==> src/rtl/instr_fetch_if.sv <==
// Fetch-stage signal bundle: instruction-memory request/response, execute redirect and decoder handoff.
// The fetch unit uses the master modport; memory, execute and decoder together use the slave modport.
interface instr_fetch_if;
  logic        imem_req_valid;
  logic        imem_req_ready;
  logic [31:0] imem_addr;
  logic        imem_rsp_valid;
  logic [31:0] imem_rsp_data;
  logic        redirect_valid;
  logic [31:0] redirect_pc;
  logic        if_valid;
  logic        if_ready;
  logic [31:0] if_instr;
  logic [31:0] if_pc;
  logic [31:0] if_pc_plus4;

  modport master (
    output imem_req_valid, imem_addr, if_valid, if_instr, if_pc, if_pc_plus4,
    input  imem_req_ready, imem_rsp_valid, imem_rsp_data, redirect_valid, redirect_pc, if_ready
  );

  modport slave (
    input  imem_req_valid, imem_addr, if_valid, if_instr, if_pc, if_pc_plus4,
    output imem_req_ready, imem_rsp_valid, imem_rsp_data, redirect_valid, redirect_pc, if_ready
  );
endinterface

==> src/rtl/instr_fetch.sv <==
// Instruction fetch stage: owns the PC, issues credit-limited imem fetches, buffers words in a FIFO
// and flushes stale responses on redirect. Define IFETCH_BYPASS_EN to forward responses straight to decode.
module instr_fetch #(
  parameter logic [31:0] RESET_PC   = 32'h0000_0000,
  parameter int          FIFO_DEPTH = 2
) (
  input  logic          clk,
  input  logic          rst_n,
  instr_fetch_if.master fetchBus
);
  localparam int          PW      = (FIFO_DEPTH > 1) ? $clog2(FIFO_DEPTH) : 1;
  localparam int          CW      = PW + 1;
  localparam logic [31:0] NOP     = 32'h0000_0013;
  localparam logic [CW:0] DEPTH_W = (CW+1)'(FIFO_DEPTH);

  typedef enum logic [1:0] {BOOT, RUN, FLUSH} state_e;

  state_e        state_q, state_d;
  logic [31:0]   pc_q, pc_d;
  logic [CW-1:0] outstanding_q, outstanding_d;
  logic [CW-1:0] fifoCount_q, fifoCount_d;
  logic [PW-1:0] wrPtr_q, wrPtr_d;
  logic [PW-1:0] rdPtr_q, rdPtr_d;
  logic          reqValid_q, reqValid_d;
  logic [31:0]   instrMem_q [FIFO_DEPTH];
  logic [31:0]   pcMem_q    [FIFO_DEPTH];

  logic          reqFire;
  logic          rspFire;
  logic          redirTake;
  logic          bypassHit;
  logic          bypassTake;
  logic          push;
  logic          pop;
  logic [31:0]   rspPc;
  logic [31:0]   headInstr;
  logic [31:0]   headPc;
  logic [31:0]   outPc;
  logic [CW:0]   creditSum;

  // Outstanding requests in RUN are always consecutive words ending just below pc_q, so the
  // oldest one (the one now responding) sits outstanding_q words back.
  always_comb begin
    reqFire    = reqValid_q && fetchBus.imem_req_ready;
    rspFire    = fetchBus.imem_rsp_valid;
    redirTake  = fetchBus.redirect_valid && (state_q != BOOT);
    rspPc      = pc_q - {{(30-CW){1'b0}}, outstanding_q, 2'b00};
    headInstr  = instrMem_q[rdPtr_q];
    headPc     = pcMem_q[rdPtr_q];
`ifdef IFETCH_BYPASS_EN
    bypassHit  = (fifoCount_q == '0) && (state_q == RUN) && !redirTake && rspFire;
`else
    bypassHit  = 1'b0;
`endif
    bypassTake = bypassHit && fetchBus.if_ready;
    pop        = (fifoCount_q != '0) && fetchBus.if_ready;
    push       = (state_q == RUN) && rspFire && !redirTake && !bypassTake;

    state_d       = state_q;
    pc_d          = pc_q;
    outstanding_d = outstanding_q + CW'(reqFire) - CW'(rspFire);
    fifoCount_d   = fifoCount_q + CW'(push) - CW'(pop);
    wrPtr_d       = push ? wrPtr_q + PW'(1) : wrPtr_q;
    rdPtr_d       = pop  ? rdPtr_q + PW'(1) : rdPtr_q;

    case (state_q)
      BOOT:    state_d = RUN;
      RUN:     if (reqFire) pc_d = pc_q + 32'd4;
      FLUSH:   if (outstanding_d == '0) state_d = RUN;
      default: state_d = BOOT;
    endcase

    // Every request still in flight after a redirect belongs to the old path and must be drained.
    if (redirTake) begin
      pc_d        = {fetchBus.redirect_pc[31:2], 2'b00};
      fifoCount_d = '0;
      wrPtr_d     = '0;
      rdPtr_d     = '0;
      state_d     = (outstanding_d != '0) ? FLUSH : RUN;
    end

    creditSum  = {1'b0, fifoCount_d} + {1'b0, outstanding_d};
    reqValid_d = (state_d == RUN) && (creditSum < DEPTH_W);
  end

  always_ff @(posedge clk or negedge rst_n) begin
    if (!rst_n) begin
      state_q       <= BOOT;
      pc_q          <= RESET_PC;
      outstanding_q <= '0;
      fifoCount_q   <= '0;
      wrPtr_q       <= '0;
      rdPtr_q       <= '0;
      reqValid_q    <= 1'b0;
      for (int i = 0; i < FIFO_DEPTH; i++) begin
        instrMem_q[i] <= NOP;
        pcMem_q[i]    <= RESET_PC;
      end
    end else begin
      state_q       <= state_d;
      pc_q          <= pc_d;
      outstanding_q <= outstanding_d;
      fifoCount_q   <= fifoCount_d;
      wrPtr_q       <= wrPtr_d;
      rdPtr_q       <= rdPtr_d;
      reqValid_q    <= reqValid_d;
      if (push) begin
        instrMem_q[wrPtr_q] <= fetchBus.imem_rsp_data;
        pcMem_q[wrPtr_q]    <= rspPc;
      end
    end
  end

  assign outPc                  = bypassHit ? rspPc : headPc;
  assign fetchBus.imem_req_valid = reqValid_q;
  assign fetchBus.imem_addr      = pc_q;
  assign fetchBus.if_valid       = bypassHit || (fifoCount_q != '0);
  assign fetchBus.if_instr       = bypassHit ? fetchBus.imem_rsp_data : headInstr;
  assign fetchBus.if_pc          = outPc;
  assign fetchBus.if_pc_plus4    = outPc + 32'd4;
endmodule

==> src/flat_wrapper.sv <==
// flat-port wrapper written by rule: the top's interface ports become plain ports
module instr_fetch_flat 
#(
  parameter logic [31:0] RESET_PC   = 32'h0000_0000,
  parameter int          FIFO_DEPTH = 2
)
  (clk, rst_n, fetchBus_imem_req_valid, fetchBus_imem_addr, fetchBus_if_valid, fetchBus_if_instr, fetchBus_if_pc, fetchBus_if_pc_plus4, fetchBus_imem_req_ready, fetchBus_imem_rsp_valid, fetchBus_imem_rsp_data, fetchBus_redirect_valid, fetchBus_redirect_pc, fetchBus_if_ready);
  instr_fetch_if fetchBus_i ();
  input  logic clk;
  input  logic rst_n;
  output wire logic [$bits(fetchBus_i.imem_req_valid)-1:0] fetchBus_imem_req_valid;
  output wire logic [$bits(fetchBus_i.imem_addr)-1:0] fetchBus_imem_addr;
  output wire logic [$bits(fetchBus_i.if_valid)-1:0] fetchBus_if_valid;
  output wire logic [$bits(fetchBus_i.if_instr)-1:0] fetchBus_if_instr;
  output wire logic [$bits(fetchBus_i.if_pc)-1:0] fetchBus_if_pc;
  output wire logic [$bits(fetchBus_i.if_pc_plus4)-1:0] fetchBus_if_pc_plus4;
  input wire logic [$bits(fetchBus_i.imem_req_ready)-1:0] fetchBus_imem_req_ready;
  input wire logic [$bits(fetchBus_i.imem_rsp_valid)-1:0] fetchBus_imem_rsp_valid;
  input wire logic [$bits(fetchBus_i.imem_rsp_data)-1:0] fetchBus_imem_rsp_data;
  input wire logic [$bits(fetchBus_i.redirect_valid)-1:0] fetchBus_redirect_valid;
  input wire logic [$bits(fetchBus_i.redirect_pc)-1:0] fetchBus_redirect_pc;
  input wire logic [$bits(fetchBus_i.if_ready)-1:0] fetchBus_if_ready;
  assign fetchBus_imem_req_valid = fetchBus_i.imem_req_valid;
  assign fetchBus_imem_addr = fetchBus_i.imem_addr;
  assign fetchBus_if_valid = fetchBus_i.if_valid;
  assign fetchBus_if_instr = fetchBus_i.if_instr;
  assign fetchBus_if_pc = fetchBus_i.if_pc;
  assign fetchBus_if_pc_plus4 = fetchBus_i.if_pc_plus4;
  assign fetchBus_i.imem_req_ready = fetchBus_imem_req_ready;
  assign fetchBus_i.imem_rsp_valid = fetchBus_imem_rsp_valid;
  assign fetchBus_i.imem_rsp_data = fetchBus_imem_rsp_data;
  assign fetchBus_i.redirect_valid = fetchBus_redirect_valid;
  assign fetchBus_i.redirect_pc = fetchBus_redirect_pc;
  assign fetchBus_i.if_ready = fetchBus_if_ready;
  instr_fetch #(.RESET_PC(RESET_PC), .FIFO_DEPTH(FIFO_DEPTH)) u_core (.clk(clk), .rst_n(rst_n), .fetchBus(fetchBus_i));
endmodule
==> config.mk <==
export PLATFORM = sky130hd
export DESIGN_NAME = instr_fetch_flat
export DESIGN_NICKNAME = d
export VERILOG_FILES = /design/src/rtl/instr_fetch_if.sv /design/src/rtl/instr_fetch.sv /design/src/flat_wrapper.sv
export SDC_FILE = /design/constraint.sdc
export NUM_CORES = 1
export LEC_CHECK = 0
export CORE_ASPECT_RATIO = 0.5
export CORE_MARGIN = 2
export CORE_UTILIZATION = 35
export CTS_CLUSTER_SIZE = 16
export DETAILED_ROUTE_END_ITERATION = 10
export HOLD_SLACK_MARGIN = 0.03
export PLACE_DENSITY_LB_ADDON = 0.15
export REMOVE_ABC_BUFFERS = 1
export SLEW_MARGIN = 30
export SYNTH_ARGS = -nofsm -noshare
export SYNTH_HDL_FRONTEND = slang
export SYNTH_SLANG_ARGS = --single-unit
export TNS_END_PERCENT = 100
==> constraint.sdc <==
create_clock -name clk -period 6.6 [get_ports clk]
set_input_delay 0.66 -clock clk [delete_from_list [all_inputs] [get_ports clk]]
set_output_delay 0.66 -clock clk [all_outputs]
set_load 0.02 [all_outputs]
======== Word level (Yosys, flattened, before mapping) ========
Index checks and enable logic that the tools add are counted.
storage, ports and cells
  flip-flop bits (word level) ............. 169
  latch bits .............................. 0
  RAM bits ................................ 0
  ROM bits ................................ 0
  input port bits ......................... 70
  output and inout port bits .............. 130
  logic and storage cells ................. 70
  memories kept ........................... 0
operators by class
  add/sub/neg operators ................... 10
  $mul .................................... 0
  div/mod/pow operators ................... 0
  order comparisons ....................... 4
  eq/ne operators ......................... 3
  shifts and indexed selects .............. 0
  mux-type cells .......................... 22
  bitwise gates (word level) .............. 2
  reduce and logical (&&, ||, !) cells .... 18
operators with widths
  cell                     count
  $mux W32                 10
  $bwmux W64               2
  $add A32 B3 Y32 const B  2
  $demux W32 S1            1
  $sub A32 B4 Y32          1
  $reduce_bool A2 Y1       7
  $mux W2                  4
  $logic_and A1 B1 Y1      7
  $pmux W2 S3              1
  $add A2 B1 Y2            2
  $eq A2 B1 Y1 const B     2
  $ge A2 B2 Y1 const B     2
  $logic_not A2 Y1         2
  $mux W1                  4
  $not A1 Y2               2
  $sub A2 B1 Y2            2
  $add A2 B2 Y3            1
  $lt A3 B2 Y1 const B     1
  $add A1 B1 Y1 const B    2
  $eq A2 B2 Y1 const B     1
  $lt A2 B1 Y1 const B     1
  $reduce_and A2 Y1        1
  $logic_not A1 Y1         1

======== Logic depth before layout (Yosys ltp) ========
  depth after elaboration ................. 10
  gate-level depth with buffers ........... 12
  mapped depth without buffers ............ 10

======== Worst setup path before layout ========
No wires, ideal clock.
  path kind ............................... register -> output
  start point ............................. register u_core.rdPtr_q
  end point ............................... output port fetchBus_if_pc_plus4[26]
  arrival time ............................ 3.017 ns
  required time ........................... 5.940 ns
  path slack .............................. 2.923 ns
  cell stages (with the launch flop) ...... 13
  path buffers ............................ 5
  path through ............................ dfrtp_1 > buf_4 > buf_2 > buf_2 > clkbuf_1 > buf_2 > o21a_1 > inv_1 > ha_1 > nand2_1 > nand4b_2 > nor3_1 > xor2_1
on the way
  cells in the longest elaborated chain, start to end .. 5
RTL lines
  what                                          line                source
  from (decl)                                   instr_fetch.sv:23   logic [PW-1:0] rdPtr_q, rdPtr_d;
  from (signal assigned)                        instr_fetch.sv:105  rdPtr_q <= rdPtr_d;
  $not A1 Y2 (implied by the code)              instr_fetch.sv:49   headPc = pcMem_q[rdPtr_q];
  $mux W32 (implied by the code) (3 in series)  instr_fetch.sv:49
  net fetchBus_if_pc[2]                         flat_wrapper.sv:15  output wire logic [$bits(fetchBus_i.if_pc)-1:0] fetchBus_if_pc;
  $add A32 B3 Y32                               instr_fetch.sv:120  assign fetchBus.if_pc_plus4 = outPc + 32'd4;
  to (decl)                                     flat_wrapper.sv:16  output wire logic [$bits(fetchBus_i.if_pc_plus4)-1:0] fetchBus_if_pc_plus4;
The timed path passes the listed nets, and every way through them passes these cells. The select of a mux whose other input is x is not followed.

======== Worst setup path after layout ========
  start point ............................. register u_core.rdPtr_q
  end point ............................... output port fetchBus_if_pc_plus4[29]
on the way
  cells in the longest elaborated chain, start to end .. 5
RTL lines
  what                                          line
  $not A1 Y2 (implied by the code)              instr_fetch.sv:49
  $mux W32 (implied by the code) (3 in series)  instr_fetch.sv:49
  $add A32 B3 Y32                               instr_fetch.sv:120
No other way between the ends. The select of a mux whose other input is x is not followed.

==> results.md <==
Power:
- The sum of internal, switching and leakage power is 0.006270 W.
- The total power per unit cell area is 541.5 nW/µm².
- The worst IR drop on VDD is 0.0002057 V.
- The static power due to leakage is 4.631 nW.

Die:
- The die is 228.8 µm wide.
- The height of the chip is 116.4 µm.
- The floorplan step defined a die boundary enclosing 26620 µm².
- For this configuration, the core starts out at a cell density of 35.38%.
- Row generation in the floorplan step produced 41 rows.
- In this run the standard cell core region covers 24980 µm².
- The I/O pin total is 200.

Routing:
- The top layer used by detailed routing is met4.
- After detailed routing, the average wire length per cell comes to 16.39 µm.
- The average via count per standard cell is 4.862.
- The routed design uses 11390 µm of met2 wire.
- Summed over all nets, wire length on met3 after detailed routing comes to 728 µm.
- The detail route stage leaves a number of antenna-violating nets equal to 0.
- The met1 routed wirelength after detailed routing is 10370 µm.
- For this block, the initial DRC count from the detailed router was 358.
- The via count of the routed design is 6749.
- The final routed DRC violation total is 0.
- The detailed-router iteration count before antenna repair is 4.
- The final layout contains routed wiring with a total length of 22750 µm.

Critical path:
- Tracing the worst setup path back leads to its startpoint at u_core.rdPtr_q.
- The endpoint required time on the critical path is 5.94 ns.
- STA classifies the critical path startpoint as a flip-flop.
- For the worst setup path, the data arrival time is 3.92 ns.
- The maximum net fanout on the critical path is 48.
- Across all register-to-register paths, the minimum setup slack is 3.56 ns.
- The kind of critical path is reg -> out.
- In this run the worst setup path terminates at fetchBus_if_pc_plus4[29].
- The number of cell instances on the worst register-to-register path is 5.
- The worst register-to-register path begins at u_core.state_q[1].
- The capture point of the worst reg-to-reg path is u_core.instrMem_q[41].
- The type of element capturing the critical path is a primary output.

Clock tree:
- The CTS sink count is 163.
- The cell sitting at the root of the clock tree is a sky130_fd_sc_hd__clkbuf_16.
- The clock slew at the register clock pins of the worst setup and hold paths is 0.06 ns.
- Gates resized during post-CTS repair numbered 0.
- After clock tree synthesis, the flow added hold-fix buffers numbering 0.
- Clock tree synthesis inserted a total of 17 buffers.
- The clock passes through at most 2 buffers.
- The maximum level of the CTS H-tree is 4.
- Clock latency on the worst-skew pair, taken at its later pin, is 0.44 ns.
- TritonCTS built the clock tree.
- The number of buffers inserted to repair setup after CTS is 0.

GRT:
- The number of antenna violations at the first check in global routing is 0.
- The first-pass GRT wire length is 35970 µm.
- The aggregate global routing overflow is 0.
- Entering global routing, the biggest net connects 108 pins.
- Global routing used 17.46% of the available tracks.
- The number of global-route vias before repair is 6710.

Final layout:
- The fill cell total of the finished layout is 2406.
- Summing all flip-flop and latch instances after layout gives 4090 µm².
- The net count of the finished layout is 1112.
- Summing all multi-input logic gate instances after layout gives 4354 µm².
- The final cell count without fillers is 1388.
- The count of antenna diodes in the layout is 0.
- Relative to the synthesized area, the layout overhead comes to 31.00%.
- The final standard cell utilization of the core is 46.35%.
- Of the cells placed in the final design, the portion with a size suffix greater than 1 is 16.57%.

Synthesis:
- The post-synthesis async set-or-reset flop share is 100.0%.
- For this run, the leading register cell type out of synthesis is sky130_fd_sc_hd__dfrtp_1.
- After synthesis, flip-flops and latches occupy 46.23% of the total area.
- The combined area of all synthesized cells is 8840 µm².
- The distinct cell type count after synthesis is 50.
- The yosys synthesis warning count is 0.
- In this run, synthesis inferred 0 flip-flops with an integrated enable.
- In this run the mean area of a mapped cell was 10.16 µm².
- Synthesis inferred 163 register bits.
- The number of standard cells after synthesis is 870.

STA:
- The achievable frequency is 218.5 MHz.
- The total count of hold-check failures in the final report is 0.
- The max-slew violation count is 0.
- Setup repair after global routing left no endpoint under its margin.
- The sum of negative setup slack is 0 ns.
- For the final database, setup skew stands at 0.007719 ns.
- For the pin with the worst max-slew slack, the measured transition is 0.8342 ns.
- The final critical path takes up 69.35% of the cycle.
- Subtracting the final worst setup slack from the clock period gives 4.577 ns.
- The worst pin sits at a relative slew slack of 44.27%.
- Setup violations remaining at the end of the flow were counted as 0.
- Final hold analysis gives a worst-case slack of 0.2554 ns.

Place:
- The half-perimeter wire length of the detailed placement result is 16300 µm.
- The cell count after placement is 1357.
- Routability-driven placement finished with a final weighted congestion of 0.7738.
- The count of port buffers added during placement is 191.

Run:
- The count of max-cap constraint violations is 0.

Outcome:
- The flow ran to the end, and the final reports show no timing, DRC or antenna violations.

Worst hold path:
- The worst hold path belongs to the class in -> async.
==> sequential cells by signal (all words and copies together), names as in the netlist <==
name,count
u_core.rdPtr_q,1
u_core.instrMem_q,64
u_core.wrPtr_q,1
u_core.fifoCount_q,2
u_core.pcMem_q,60
u_core.state_q,2
u_core.outstanding_q,2
u_core.fetchBus.imem_addr,30
u_core.fetchBus.imem_req_valid,1
==> metrics by stage <==
| stage | area (µm²) | worst slack (ns) |
|---|---|---|
| final | 11580 | 2.023 |
| after global routing | 11580 | 1.729 |
| after CTS | 11580 | 1.942 |
| after detailed placement | 10950 | 2.427 |
| after global placement | 10940 | 2.229 |
| after floorplan | 8529 | 1.514 |
==> layout by cell type (no fill, tap or decap), types with 5 or more instances in the layout <==
cell type	synthesis	final
sky130_fd_sc_hd__nor2_1	60	60
sky130_fd_sc_hd__xnor2_1	63	63
sky130_fd_sc_hd__nor3_1	25	25
sky130_fd_sc_hd__nand3b_1	7	7
sky130_fd_sc_hd__nand2b_1	7	7
sky130_fd_sc_hd__nand4_1	14	14
sky130_fd_sc_hd__dfstp_2	6	6
sky130_fd_sc_hd__mux2_2	115	115
sky130_fd_sc_hd__nand2_1	99	98
sky130_fd_sc_hd__buf_4	12	6
sky130_fd_sc_hd__dfrtp_1	157	156
sky130_fd_sc_hd__conb_1	1	6
sky130_fd_sc_hd__and3_1	5	5
sky130_fd_sc_hd__and2_1	6	6
sky130_fd_sc_hd__mux2i_1	13	13
sky130_fd_sc_hd__inv_1	30	30
sky130_fd_sc_hd__nand3_1	19	19
sky130_fd_sc_hd__clkdlybuf4s50_1	0	190
sky130_fd_sc_hd__a21oi_1	29	29
sky130_fd_sc_hd__clkbuf_16	0	17
sky130_fd_sc_hd__ha_1	8	8
sky130_fd_sc_hd__nor4_1	13	13
sky130_fd_sc_hd__xor2_1	26	26
sky130_fd_sc_hd__o21ai_0	57	57
==> layout make-up <==
| type | instances | area share, % |
|---|---|---|
| Clock buffer | 22 | 4.095 |
| Clock inverter | 9 | 1.307 |
| Inverter | 30 | 0.9724 |
| Multi-Input combinational cell | 622 | 37.60 |
| Sequential cell | 163 | 35.32 |
| Tap cell | 344 | 3.717 |
| Timing Repair Buffer | 198 | 16.99 |
==> logic make-up after synthesis <==
group                      count (synthesis)  synth area share [%]
AOI/OAI and AO/OA                        106                 6.426
xor gates and xnor gates                  89                 8.818
adders and majority gates                 10                 1.585
buffers and inverters                     90                 4.996
DFF                                      163                 46.23
muxes                                    128                 16.12
other                                      1               0.04242
and+or+nand+nor                          283                 15.78
==> worst max-delay path, stage by stage, from the launching register on <==
cell and delay (ns):
sky130_fd_sc_hd__dfrtp_4 0.78, sky130_fd_sc_hd__buf_4 0.64, sky130_fd_sc_hd__nand2_1 0.15, sky130_fd_sc_hd__o22ai_1 0.30, sky130_fd_sc_hd__nand4_1 0.42, sky130_fd_sc_hd__nor4_1 0.37
sky130_fd_sc_hd__xor2_1 0.17, sky130_fd_sc_hd__clkdlybuf4s50_1 0.61
==> where the power goes <==
group | total (W) | switching, W | internal [W]
Clock | 0.00106 | 0.000399 | 0.000660
Combinational | 0.00327 | 0.00166 | 0.00161
Sequential | 0.00194 | 0.000472 | 0.00147
==> metal layers <==
layer | GRT usage (%) | up-vias
met1 | 22.16 | 3344
met4 | 4.924 | 0
met5 | 0 | -
met3 | 4.175 | 18
li1 | - | 3282
met2 | 30.17 | 105
==> synth_stat cells, types with 3 or more instances <==
cell / n / area (µm²)
sky130_fd_sc_hd__dfrtp_1: 157 / 3929
sky130_fd_sc_hd__mux2_2: 115 / 1295
sky130_fd_sc_hd__nand2_1: 99 / 371.6
sky130_fd_sc_hd__xnor2_1: 63 / 551.8
sky130_fd_sc_hd__nor2_1: 60 / 225.2
sky130_fd_sc_hd__o21ai_0: 57 / 285.3
sky130_fd_sc_hd__clkbuf_1: 31 / 116.4
sky130_fd_sc_hd__inv_1: 30 / 112.6
sky130_fd_sc_hd__a21oi_1: 29 / 145.1
sky130_fd_sc_hd__xor2_1: 26 / 227.7
sky130_fd_sc_hd__nor3_1: 25 / 125.1
sky130_fd_sc_hd__nand3_1: 19 / 95.09
sky130_fd_sc_hd__nand4_1: 14 / 87.58
sky130_fd_sc_hd__mux2i_1: 13 / 130.1
sky130_fd_sc_hd__nor4_1: 13 / 81.33
sky130_fd_sc_hd__buf_4: 12 / 90.09
sky130_fd_sc_hd__buf_2: 9 / 45.04
sky130_fd_sc_hd__ha_1: 8 / 100.1
sky130_fd_sc_hd__nand2b_1: 7 / 43.79
sky130_fd_sc_hd__nand3b_1: 7 / 52.55
sky130_fd_sc_hd__and2_1: 6 / 37.54
sky130_fd_sc_hd__dfstp_2: 6 / 157.7
sky130_fd_sc_hd__and3_1: 5 / 31.28
sky130_fd_sc_hd__buf_6: 5 / 56.30
sky130_fd_sc_hd__and4_1: 4 / 35.03
sky130_fd_sc_hd__nand4b_1: 4 / 35.03
sky130_fd_sc_hd__o21ai_1: 4 / 20.02
sky130_fd_sc_hd__a31oi_1: 3 / 18.77
sky130_fd_sc_hd__nor2b_1: 3 / 18.77
sky130_fd_sc_hd__nor4_2: 3 / 37.54
sky130_fd_sc_hd__o21a_1: 3 / 22.52
sky130_fd_sc_hd__o22ai_1: 3 / 18.77
==> worst min-delay path by stage <==
stage	slack, ns	endpoint	startpoint
after global placement	0.46	u_core.pcMem_q[15]	u_core.pcMem_q[15]
final	0.26	u_core.instrMem_q[7]	rst_n
after global routing	0.33	u_core.instrMem_q[7]	rst_n
after detailed placement	0.47	u_core.pcMem_q[15]	u_core.pcMem_q[15]
after floorplan	0.36	u_core.fetchBus.imem_addr[10]	rst_n
after CTS	0.39	u_core.instrMem_q[7]	rst_n
(Power assumes the default switching activity.)
